==> src/rtl/p2s_serializer.sv <==
// p2s_serializer: parametrised parallel-to-serial converter.
// Accepts a WIDTH-bit word over din_vld/din_rdy and shifts it out one bit per
// ser_en cycle, with sof/eof frame markers and gapless back-to-back frames.
// Optional feature macro: P2S_PARITY_EN appends an even-parity bit (^din)
// after the data bits. With it, the frame is WIDTH+1 bits long.
module p2s_serializer #(
  parameter int WIDTH     = 8,
  parameter bit MSB_FIRST = 1'b0
) (
  input  logic             clk,
  input  logic             n_rst,
  input  logic [WIDTH-1:0] din,
  input  logic             din_vld,
  output logic             din_rdy,
  input  logic             ser_en,
  output logic             dout,
  output logic             dout_vld,
  output logic             sof,
  output logic             eof,
  output logic             busy
);

`ifdef P2S_PARITY_EN
  localparam int FRAME_LEN = WIDTH + 1;
`else
  localparam int FRAME_LEN = WIDTH;
`endif
  localparam int CNT_W = $clog2(FRAME_LEN + 1);

  typedef enum logic {IDLE, SHIFT} state_t;

  state_t               state_q, state_d;
  logic [FRAME_LEN-1:0] shreg_q, shreg_d;
  logic [CNT_W-1:0]     cnt_q, cnt_d;

  logic [FRAME_LEN-1:0] load_word;
  logic [FRAME_LEN-1:0] shifted;
  logic                 out_bit;
  logic                 load;

  // The shift register holds the whole frame. The parity bit sits at the far
  // end from the output so that it leaves after every data bit.
`ifdef P2S_PARITY_EN
  assign load_word = MSB_FIRST ? {din, ^din} : {^din, din};
`else
  assign load_word = din;
`endif

  assign shifted = MSB_FIRST ? {shreg_q[FRAME_LEN-2:0], 1'b0}
                             : {1'b0, shreg_q[FRAME_LEN-1:1]};
  assign out_bit = MSB_FIRST ? shreg_q[FRAME_LEN-1] : shreg_q[0];

  assign busy     = (state_q == SHIFT);
  assign dout     = busy & out_bit;
  assign dout_vld = busy & ser_en;
  assign sof      = busy & (cnt_q == '0);
  assign eof      = busy & (cnt_q == CNT_W'(FRAME_LEN - 1));
  // A new word can be taken while idle, or in the cycle the last bit leaves.
  assign din_rdy  = (state_q == IDLE) | (dout_vld & eof);
  assign load     = din_vld & din_rdy;

  // Next-state logic: a load takes priority over the final shift, which gives gapless frames.
  always_comb begin
    state_d = state_q;
    shreg_d = shreg_q;
    cnt_d   = cnt_q;
    if (load) begin
      state_d = SHIFT;
      shreg_d = load_word;
      cnt_d   = '0;
    end else if (dout_vld) begin
      shreg_d = shifted;
      if (eof) begin
        state_d = IDLE;
        cnt_d   = '0;
      end else begin
        cnt_d = cnt_q + CNT_W'(1);
      end
    end
  end

  // State, shift-register and counter registers. Reset aborts any frame in flight.
  always_ff @(posedge clk or negedge n_rst) begin
    if (!n_rst) begin
      state_q <= IDLE;
      shreg_q <= '0;
      cnt_q   <= '0;
    end else begin
      state_q <= state_d;
      shreg_q <= shreg_d;
      cnt_q   <= cnt_d;
    end
  end

endmodule

==> config.mk <==
export PLATFORM = sky130hd
export DESIGN_NAME = p2s_serializer
export DESIGN_NICKNAME = d
export VERILOG_FILES = /design/src/rtl/p2s_serializer.sv
export SDC_FILE = /design/constraint.sdc
export NUM_CORES = 1
export LEC_CHECK = 0
export BUFFER_PORTS_ARGS = -buffer_cell sky130_fd_sc_hd__buf_2
export CAP_MARGIN = 20
export CORE_UTILIZATION = 47
export CTS_BUF_LIST = sky130_fd_sc_hd__clkbuf_4 sky130_fd_sc_hd__clkbuf_8
export CTS_CLUSTER_DIAMETER = 40
export DETAILED_ROUTE_END_ITERATION = 16
export GPL_ROUTABILITY_DRIVEN = 0
export PLACE_DENSITY = 0.85
export SYNTH_ARGS = -nofsm -noshare
export SYNTH_HDL_FRONTEND = slang
export SYNTH_SLANG_ARGS = --single-unit
==> constraint.sdc <==
create_clock -name clk -period 1.23 [get_ports clk]
set_input_delay 0.1845 -clock clk [delete_from_list [all_inputs] [get_ports clk]]
set_output_delay 0.1845 -clock clk [all_outputs]
set_load 0.02 [all_outputs]
==> results of run 1 <==
## state kept, by name, summed over array words and instances, names as in the netlist
name / cells
busy: 1
shreg_q: 8
cnt_q: 4
## cell type report
class                           instances  area [sq um]
Clock buffer                            4         30.03
Inverter                                4         22.52
Multi-Input combinational cell         41         442.9
Sequential cell                        13         326.6
Fill cell                              59         157.7
Timing Repair Buffer                   35         302.8
Tap cell                               15         18.77
## worst max-delay path by stage
stage,endpoint,depth (start not counted)
after global routing,sof,5
after global placement,eof,4
after detailed placement,eof,4
after floorplan,shreg_q[6],4
final,eof,4
after CTS,eof,4
## metal layers
layer | vias to the layer above | GRT usage | wire length (um)
li1 | 297 | - | -
met1 | 343 | 0.4212 | 930
met2 | 25 | 0.4180 | 1022
met3 | 8 | 0.05114 | 101
met4 | 0 | 0.1638 | 74
met5 | - | 0 | 0
## report_power, final
group | leakage [uW] | switching (uW) | internal (uW) | total [uW]
combinational | 0.000356 | 523 | 659 | 1180
sequential | 0.000167 | 117 | 577 | 694
clock | 0.0000184 | 152 | 148 | 300
total | 0.000541 | 792 | 1380 | 2180
## Yosys cell counts, drive strengths merged, types with 2 or more instances
| cell | count |
|---|---|
| nand2 | 6 |
| and2 | 9 |
| ha | 2 |
| dfrtp | 13 |
| inv | 4 |
| a221o | 7 |
## cell usage in the layout, fill, tap and decap left out, types with 3 or more instances in the layout
master    count
nand2_1       3
and2_1        7
dfrtp_1      12
clkbuf_4      4
buf_2        11
buf_6        10
inv_4         3
a221o_1       7
buf_4        11
## timing repair
action / CTS / global route
endpoints found under the setup margin: 16 / 17
gates cloned: 1 / 0
hold endpoints to repair: 13 / 0
pin swaps: 11 / 9
gates resized for setup: 28 / 14
setup buffers: 5 / 4
hold buffers: 1 / 0
## worst max-delay path: cells and delay by family (launching register included)
kind / cells / cell delay [ns]
adders and majority gates: 1 / 0.21
and+or+nand+nor: 2 / 0.35
buffers and inverters: 1 / 0.12
DFF: 1 / 0.40
## kinds of logic after synthesis
group,after synthesis,share of synthesized area
xor gates and xnor gates,1,0.01316
and+or+nand+nor,22,0.1955
DFF,13,0.4887
muxes,1,0.02067
AOI/OAI and AO/OA,15,0.2049
adders and majority gates,2,0.03759
buffers and inverters,5,0.03947
## stage by stage
step / TNS (ns) / instance area [sq um] / total power [uW] / utilization
floorplan: -0.4495 / 701.9 / 1124 / -
global placement: -0.5190 / 854.6 / 1383 / 0.6567
detailed placement: -0.6849 / 854.6 / 1401 / 0.6567
CTS: -2.787 / 1080 / 2012 / 0.8298
global route: -3.894 / 1144 / 2280 / 0.8788
finish: -3.223 / 1144 / 2175 / 0.8788
==> flow_results.xml, run 1 <==
<?xml version="1.0" encoding="UTF-8"?>
<metrics>
  <group name="sta">
    <metric name="final.period_utilization" unit="">1.254</metric>
    <metric name="whs" unit="ns">0.1196</metric>
    <metric name="grt_setup_unrepaired" unit="">yes</metric>
    <metric name="post-route-worst-setup-slack" unit="ns">-0.3129</metric>
    <metric name="final-max-slew-violation-count" unit="">0</metric>
    <metric name="final_period_minus_worst_setup_slack" unit="ns">1.543</metric>
    <metric name="finalHoldViolCount" unit="">0</metric>
    <metric name="clock.fmax" unit="GHz">0.6481</metric>
    <metric name="final-setup-viol-count" unit="">17</metric>
    <metric name="slew_headroom" unit="">0.8168</metric>
    <metric name="final.setup_skew" unit="ns">0.003480</metric>
    <metric name="worst-slew-pin-transition" unit="ns">0.2690</metric>
  </group>
  <group name="layout">
    <metric name="areaGrowthSynthToFinish" unit="%">71.81</metric>
    <metric name="layout.cells.non_filler" unit="">112</metric>
    <metric name="nets" unit="">112</metric>
    <metric name="fraction_of_layout_cells_with_a_size_suffix_above_1" unit="">0.5876</metric>
    <metric name="antenna_diodes" unit="">0</metric>
  </group>
  <group name="hold_path">
    <metric name="holdCritStartpoint" unit="">din[7]</metric>
    <metric name="worst_hold_path_type" unit="">in -&gt; reg</metric>
    <metric name="hold_end" unit="">shreg_q[7]</metric>
    <metric name="holdPathStages" unit="">2</metric>
  </group>
  <group name="grt">
    <metric name="groute.usage.overall" unit="">0.2955</metric>
    <metric name="grt_pass1_vias" unit="">594</metric>
    <metric name="grt_pass1_wl" unit="um">2884</metric>
    <metric name="grt_antenna_before_repair" unit="">0</metric>
    <metric name="grt_overflow" unit="">0</metric>
    <metric name="grt_max_degree" unit="">14</metric>
  </group>
  <group name="critical_path">
    <metric name="regToRegStartpoint" unit="">busy</metric>
    <metric name="r2r_setup_slack" unit="ns">-0.22</metric>
    <metric name="cpPeakStageDelay" unit="ns">0.40</metric>
    <metric name="critical_path.cell_chain" unit="">ha_2 -&gt; and3b_2 -&gt; and2_4 -&gt; buf_6</metric>
    <metric name="cp_max_fo" unit="">3</metric>
    <metric name="timing.critical_path.slowest_stage_cell" unit="">dfrtp_1</metric>
    <metric name="startpoint_type" unit="">flop</metric>
    <metric name="crit_type" unit="">reg -&gt; out</metric>
    <metric name="critical_path.startpoint" unit="">cnt_q[0]</metric>
    <metric name="crit_path_end_kind" unit="">primary output</metric>
    <metric name="cp_data_required_time" unit="ns">1.05</metric>
    <metric name="critical_path.reg2reg.endpoint" unit="">shreg_q[2]</metric>
    <metric name="cp.arrival" unit="ns">1.36</metric>
    <metric name="ff2ff_path_depth" unit="">5</metric>
  </group>
  <group name="logic_synthesis">
    <metric name="synth_flop_cell" unit="">dfrtp_1</metric>
    <metric name="syn-num-nets" unit="">73</metric>
    <metric name="synth_warnings" unit="">0</metric>
    <metric name="synth-async-reset-ratio" unit="">1.000</metric>
    <metric name="synth.cell_area" unit="sq um">665.6</metric>
    <metric name="syn_inst" unit="">59</metric>
    <metric name="synth.top_cells.by_area" unit="">dfrtp_1, a221o_1, and2_1</metric>
    <metric name="synth.avg_cell_area" unit="sq um">11.28</metric>
    <metric name="synth_enable_flop_cells" unit="">0</metric>
    <metric name="cell_variety_after_synth" unit="">24</metric>
    <metric name="synth_seq_area_share" unit="">0.4887</metric>
    <metric name="synth_area_leader_cell" unit="">dfrtp_1</metric>
    <metric name="synth_top_area_share" unit="">0.4887</metric>
    <metric name="total_of_flip_flops_plus_latches_after_synthesis" unit="">13</metric>
  </group>
  <group name="place">
    <metric name="io_buffers" unit="">17</metric>
    <metric name="pre_cts_ws" unit="ns">-0.1033</metric>
    <metric name="post-dp-hpwl" unit="um">1009</metric>
    <metric name="dpl.cell_count" unit="">98</metric>
  </group>
  <group name="drt">
    <metric name="drt_pass1_iterations" unit="">4</metric>
    <metric name="drt-initial-drc-count" unit="">15</metric>
    <metric name="route.detailed.wl_per_inst" unit="um">19.01</metric>
    <metric name="via_count" unit="">673</metric>
    <metric name="drcViolationCount" unit="">0</metric>
    <metric name="total_routed_length" unit="um">2129</metric>
    <metric name="number_of_nets_still_failing_antenna_checks_after_routing" unit="">0</metric>
    <metric name="route.detailed.vias_per_inst" unit="">6.009</metric>
  </group>
  <group name="floorplan">
    <metric name="ios" unit="">18</metric>
    <metric name="design.die.area" unit="sq um">1571</metric>
    <metric name="fp.dieW" unit="um">39.64</metric>
    <metric name="placement_rows" unit="">13</metric>
    <metric name="initial_core_util" unit="">0.5115</metric>
    <metric name="die_y" unit="um">39.64</metric>
    <metric name="core" unit="sq um">1301</metric>
  </group>
  <group name="clocking">
    <metric name="maximum_level_of_the_cts_h_tree" unit="">1</metric>
    <metric name="clk_pin_slew_worst_paths" unit="ns">0.08</metric>
    <metric name="cts_tree" unit="">built</metric>
    <metric name="clock-root-buffer" unit="">clkbuf_4</metric>
    <metric name="clkSinkCount" unit="">13</metric>
    <metric name="clk-insertion-delay-late" unit="ns">0.29</metric>
    <metric name="numCtsBuffers" unit="">3</metric>
    <metric name="bufs_on_longest_clock_path" unit="">2</metric>
  </group>
  <group name="outcome">
    <metric name="failed_checks" unit="">setup timing</metric>
    <metric name="status" unit="">complete, but fails checks</metric>
  </group>
  <group name="flow_run">
    <metric name="maxCapViolCount" unit="">0</metric>
  </group>
  <group name="power_and_ir_drop">
    <metric name="powerDensity" unit="nW/um^2">1902</metric>
    <metric name="ir_worst_vdd" unit="V">0.001290</metric>
    <metric name="power.leakage" unit="uW">0.0005407</metric>
  </group>
</metrics>
(Power assumes the default switching activity.)
==> run 2, diff against run 1 <==
Settings changed: CORE_AREA set to 2 2 39 41, CORE_UTILIZATION 47 to not set, DIE_AREA set to 0 0 41 43, PLACE_DENSITY 0.85 to 0.86, TNS_END_PERCENT set to 30.
Clock period 1.23 ns to 2 ns, I/O delays scaled along.
==> flow_results.xml, run 2 (same netlist as run 1, synthesis figures left out) <==
<?xml version="1.0" encoding="UTF-8"?>
<metrics>
  <group name="layout">
    <metric name="nFillCells" unit="">133</metric>
    <metric name="layout.cells.most_common_list" unit="">buf_2, dfrtp_1, and2_1</metric>
    <metric name="nets" unit="">95</metric>
    <metric name="areaGrowthSynthToFinish" unit="%">20.11</metric>
    <metric name="final_area" unit="sq um">799.5</metric>
    <metric name="layout.cells.most_common" unit="">buf_2</metric>
    <metric name="antenna_diodes" unit="">0</metric>
    <metric name="fraction_of_layout_cells_with_a_size_suffix_above_1" unit="">0.3125</metric>
    <metric name="layout.core_utilization" unit="">0.5778</metric>
    <metric name="layout.cells.non_filler" unit="">96</metric>
    <metric name="largest_register_ff_count" unit="">8</metric>
    <metric name="largest-register" unit="">shreg_q</metric>
  </group>
  <group name="critical_path">
    <metric name="cp.arrival" unit="ns">1.53</metric>
    <metric name="cpPeakStageDelay" unit="ns">0.43</metric>
    <metric name="crit_path_end_kind" unit="">primary output</metric>
    <metric name="timing.critical_path.slowest_stage_cell" unit="">dfrtp_1</metric>
    <metric name="ff2ff_path_depth" unit="">4</metric>
    <metric name="critical_path.reg2reg.endpoint" unit="">shreg_q[4]</metric>
    <metric name="cp_data_required_time" unit="ns">1.70</metric>
    <metric name="regToRegStartpoint" unit="">cnt_q[0]</metric>
    <metric name="r2r_setup_slack" unit="ns">0.47</metric>
    <metric name="crit_type" unit="">reg -&gt; out</metric>
    <metric name="cp_max_fo" unit="">5</metric>
    <metric name="critical_path.cell_chain" unit="">ha_1 -&gt; and3b_2 -&gt; and2_1 -&gt; buf_2</metric>
    <metric name="startpoint_type" unit="">flop</metric>
  </group>
  <group name="sta">
    <metric name="timing.setup.tns" unit="ns">0</metric>
    <metric name="clock.fmax" unit="GHz">0.5452</metric>
    <metric name="finalHoldViolCount" unit="">0</metric>
    <metric name="final.period_utilization" unit="">0.9171</metric>
    <metric name="worst-slew-pin-transition" unit="ns">0.4929</metric>
    <metric name="slew_headroom" unit="">0.6649</metric>
    <metric name="final.setup_skew" unit="ns">0.001192</metric>
    <metric name="final_period_minus_worst_setup_slack" unit="ns">1.834</metric>
    <metric name="final-setup-viol-count" unit="">0</metric>
    <metric name="grt_setup_unrepaired" unit="">no</metric>
    <metric name="final-max-slew-violation-count" unit="">0</metric>
  </group>
  <group name="clocking">
    <metric name="clock-root-buffer" unit="">clkbuf_4</metric>
    <metric name="clkSinkCount" unit="">13</metric>
    <metric name="cts_tree" unit="">built</metric>
    <metric name="clk-insertion-delay-late" unit="ns">0.28</metric>
    <metric name="bufs_on_longest_clock_path" unit="">2</metric>
    <metric name="numCtsBuffers" unit="">3</metric>
    <metric name="maximum_level_of_the_cts_h_tree" unit="">1</metric>
    <metric name="clk_pin_slew_worst_paths" unit="ns">0.08</metric>
  </group>
  <group name="drt">
    <metric name="total_routed_length" unit="um">1424</metric>
    <metric name="drcViolationCount" unit="">0</metric>
    <metric name="drt-initial-drc-count" unit="">23</metric>
    <metric name="via_count" unit="">551</metric>
    <metric name="drt_pass1_iterations" unit="">4</metric>
    <metric name="number_of_nets_still_failing_antenna_checks_after_routing" unit="">0</metric>
    <metric name="route.detailed.wl_per_inst" unit="um">14.83</metric>
    <metric name="route.detailed.vias_per_inst" unit="">5.740</metric>
  </group>
  <group name="floorplan">
    <metric name="fp.dieW" unit="um">41</metric>
    <metric name="placement_rows" unit="">14</metric>
    <metric name="design.die.area" unit="sq um">1763</metric>
    <metric name="initial_core_util" unit="">0.4810</metric>
    <metric name="core" unit="sq um">1384</metric>
    <metric name="die_y" unit="um">43</metric>
    <metric name="ios" unit="">18</metric>
  </group>
  <group name="place">
    <metric name="post-dp-hpwl" unit="um">1006</metric>
    <metric name="io_buffers" unit="">17</metric>
    <metric name="dpl.cell_count" unit="">91</metric>
    <metric name="placement.cell_area" unit="sq um">759.5</metric>
  </group>
  <group name="flow_run">
    <metric name="maxCapViolCount" unit="">0</metric>
  </group>
  <group name="grt">
    <metric name="grt_antenna_before_repair" unit="">0</metric>
    <metric name="groute.usage.overall" unit="">0.2031</metric>
    <metric name="grt_pass1_vias" unit="">546</metric>
    <metric name="grt_overflow" unit="">0</metric>
    <metric name="grt_pass1_wl" unit="um">2352</metric>
    <metric name="grt_max_degree" unit="">14</metric>
  </group>
  <group name="power_and_ir_drop">
    <metric name="power.leakage" unit="uW">0.0004030</metric>
    <metric name="ir_worst_vdd" unit="V">0.0004675</metric>
    <metric name="powerDensity" unit="nW/um^2">1170</metric>
  </group>
  <group name="hold_path">
    <metric name="holdCritStartpoint" unit="">din[7]</metric>
    <metric name="holdPathStages" unit="">2</metric>
    <metric name="hold_end" unit="">shreg_q[7]</metric>
    <metric name="worst_hold_path_type" unit="">in -&gt; reg</metric>
  </group>
  <group name="outcome">
    <metric name="status" unit="">complete, no violations</metric>
  </group>
</metrics>
-- run 2: per-stage QoR --
stage | worst slack (ns) | total power [uW] | hold slack (ns)
3_5_place_dp | 0.4798 | 759.5 | 0.2010
4_1_cts | 0.1649 | 941.3 | 0.2306
2_1_floorplan | 0.2500 | 654.4 | 0.004409
5_1_grt | 0.1021 | 1007 | 0.2299
3_3_place_gp | 0.5347 | 736.1 | 0.1988
6_report | 0.1658 | 935.6 | 0.2351
-- run 2: final cells by class --
class                           instances  area [sq um]  share of cell area
Multi-Input combinational cell         41         314.1              0.3928
Inverter                                4         15.01             0.01878
Sequential cell                        13         325.3              0.4069
Tap cell                               16         20.02             0.02504
Timing Repair Buffer                   18         95.09              0.1189
Clock buffer                            4         30.03             0.03756
-- run 2: repair_timing --
item	in CTS	in global routing
endpoints found under the hold margin	13	0
hold buffers	1	0
buffers inserted	0	0
gates resized for setup	0	0
-- run 2: worst max-delay path by stage --
| stage | start | cells past startpoint | to | slack (ns) |
|---|---|---|---|---|
| finish | cnt_q[0] | 4 | eof | 0.17 |
| global route | cnt_q[0] | 4 | eof | 0.10 |
| CTS | cnt_q[0] | 4 | eof | 0.16 |
| detailed placement | cnt_q[0] | 4 | shreg_q[4] | 0.48 |
| global placement | cnt_q[0] | 4 | eof | 0.53 |
| floorplan | busy | 3 | sof | 0.25 |
-- run 2: power by group --
group          switching [uW]  internal (uW)
sequential               83.7            354
combinational             160            160
clock                    86.7           91.0
-- run 2: critical path: cells and delay by family (launching register included) --
| family | cells | cell delay [ns] |
|---|---|---|
| adder cells (fa/ha/maj) | 1 | 0.25 |
| buffers and inverters | 1 | 0.15 |
| flip-flops | 1 | 0.43 |
| AND/OR/NAND/NOR | 2 | 0.42 |
-- run 2: layer usage --
layer,vias to the layer above,share of wire,global-route usage
met5,-,0,0
met4,0,0.015,0.09333
met3,2,0.041,0.06283
met2,17,0.50,0.3000
met1,270,0.44,0.2621
li1,262,-,-
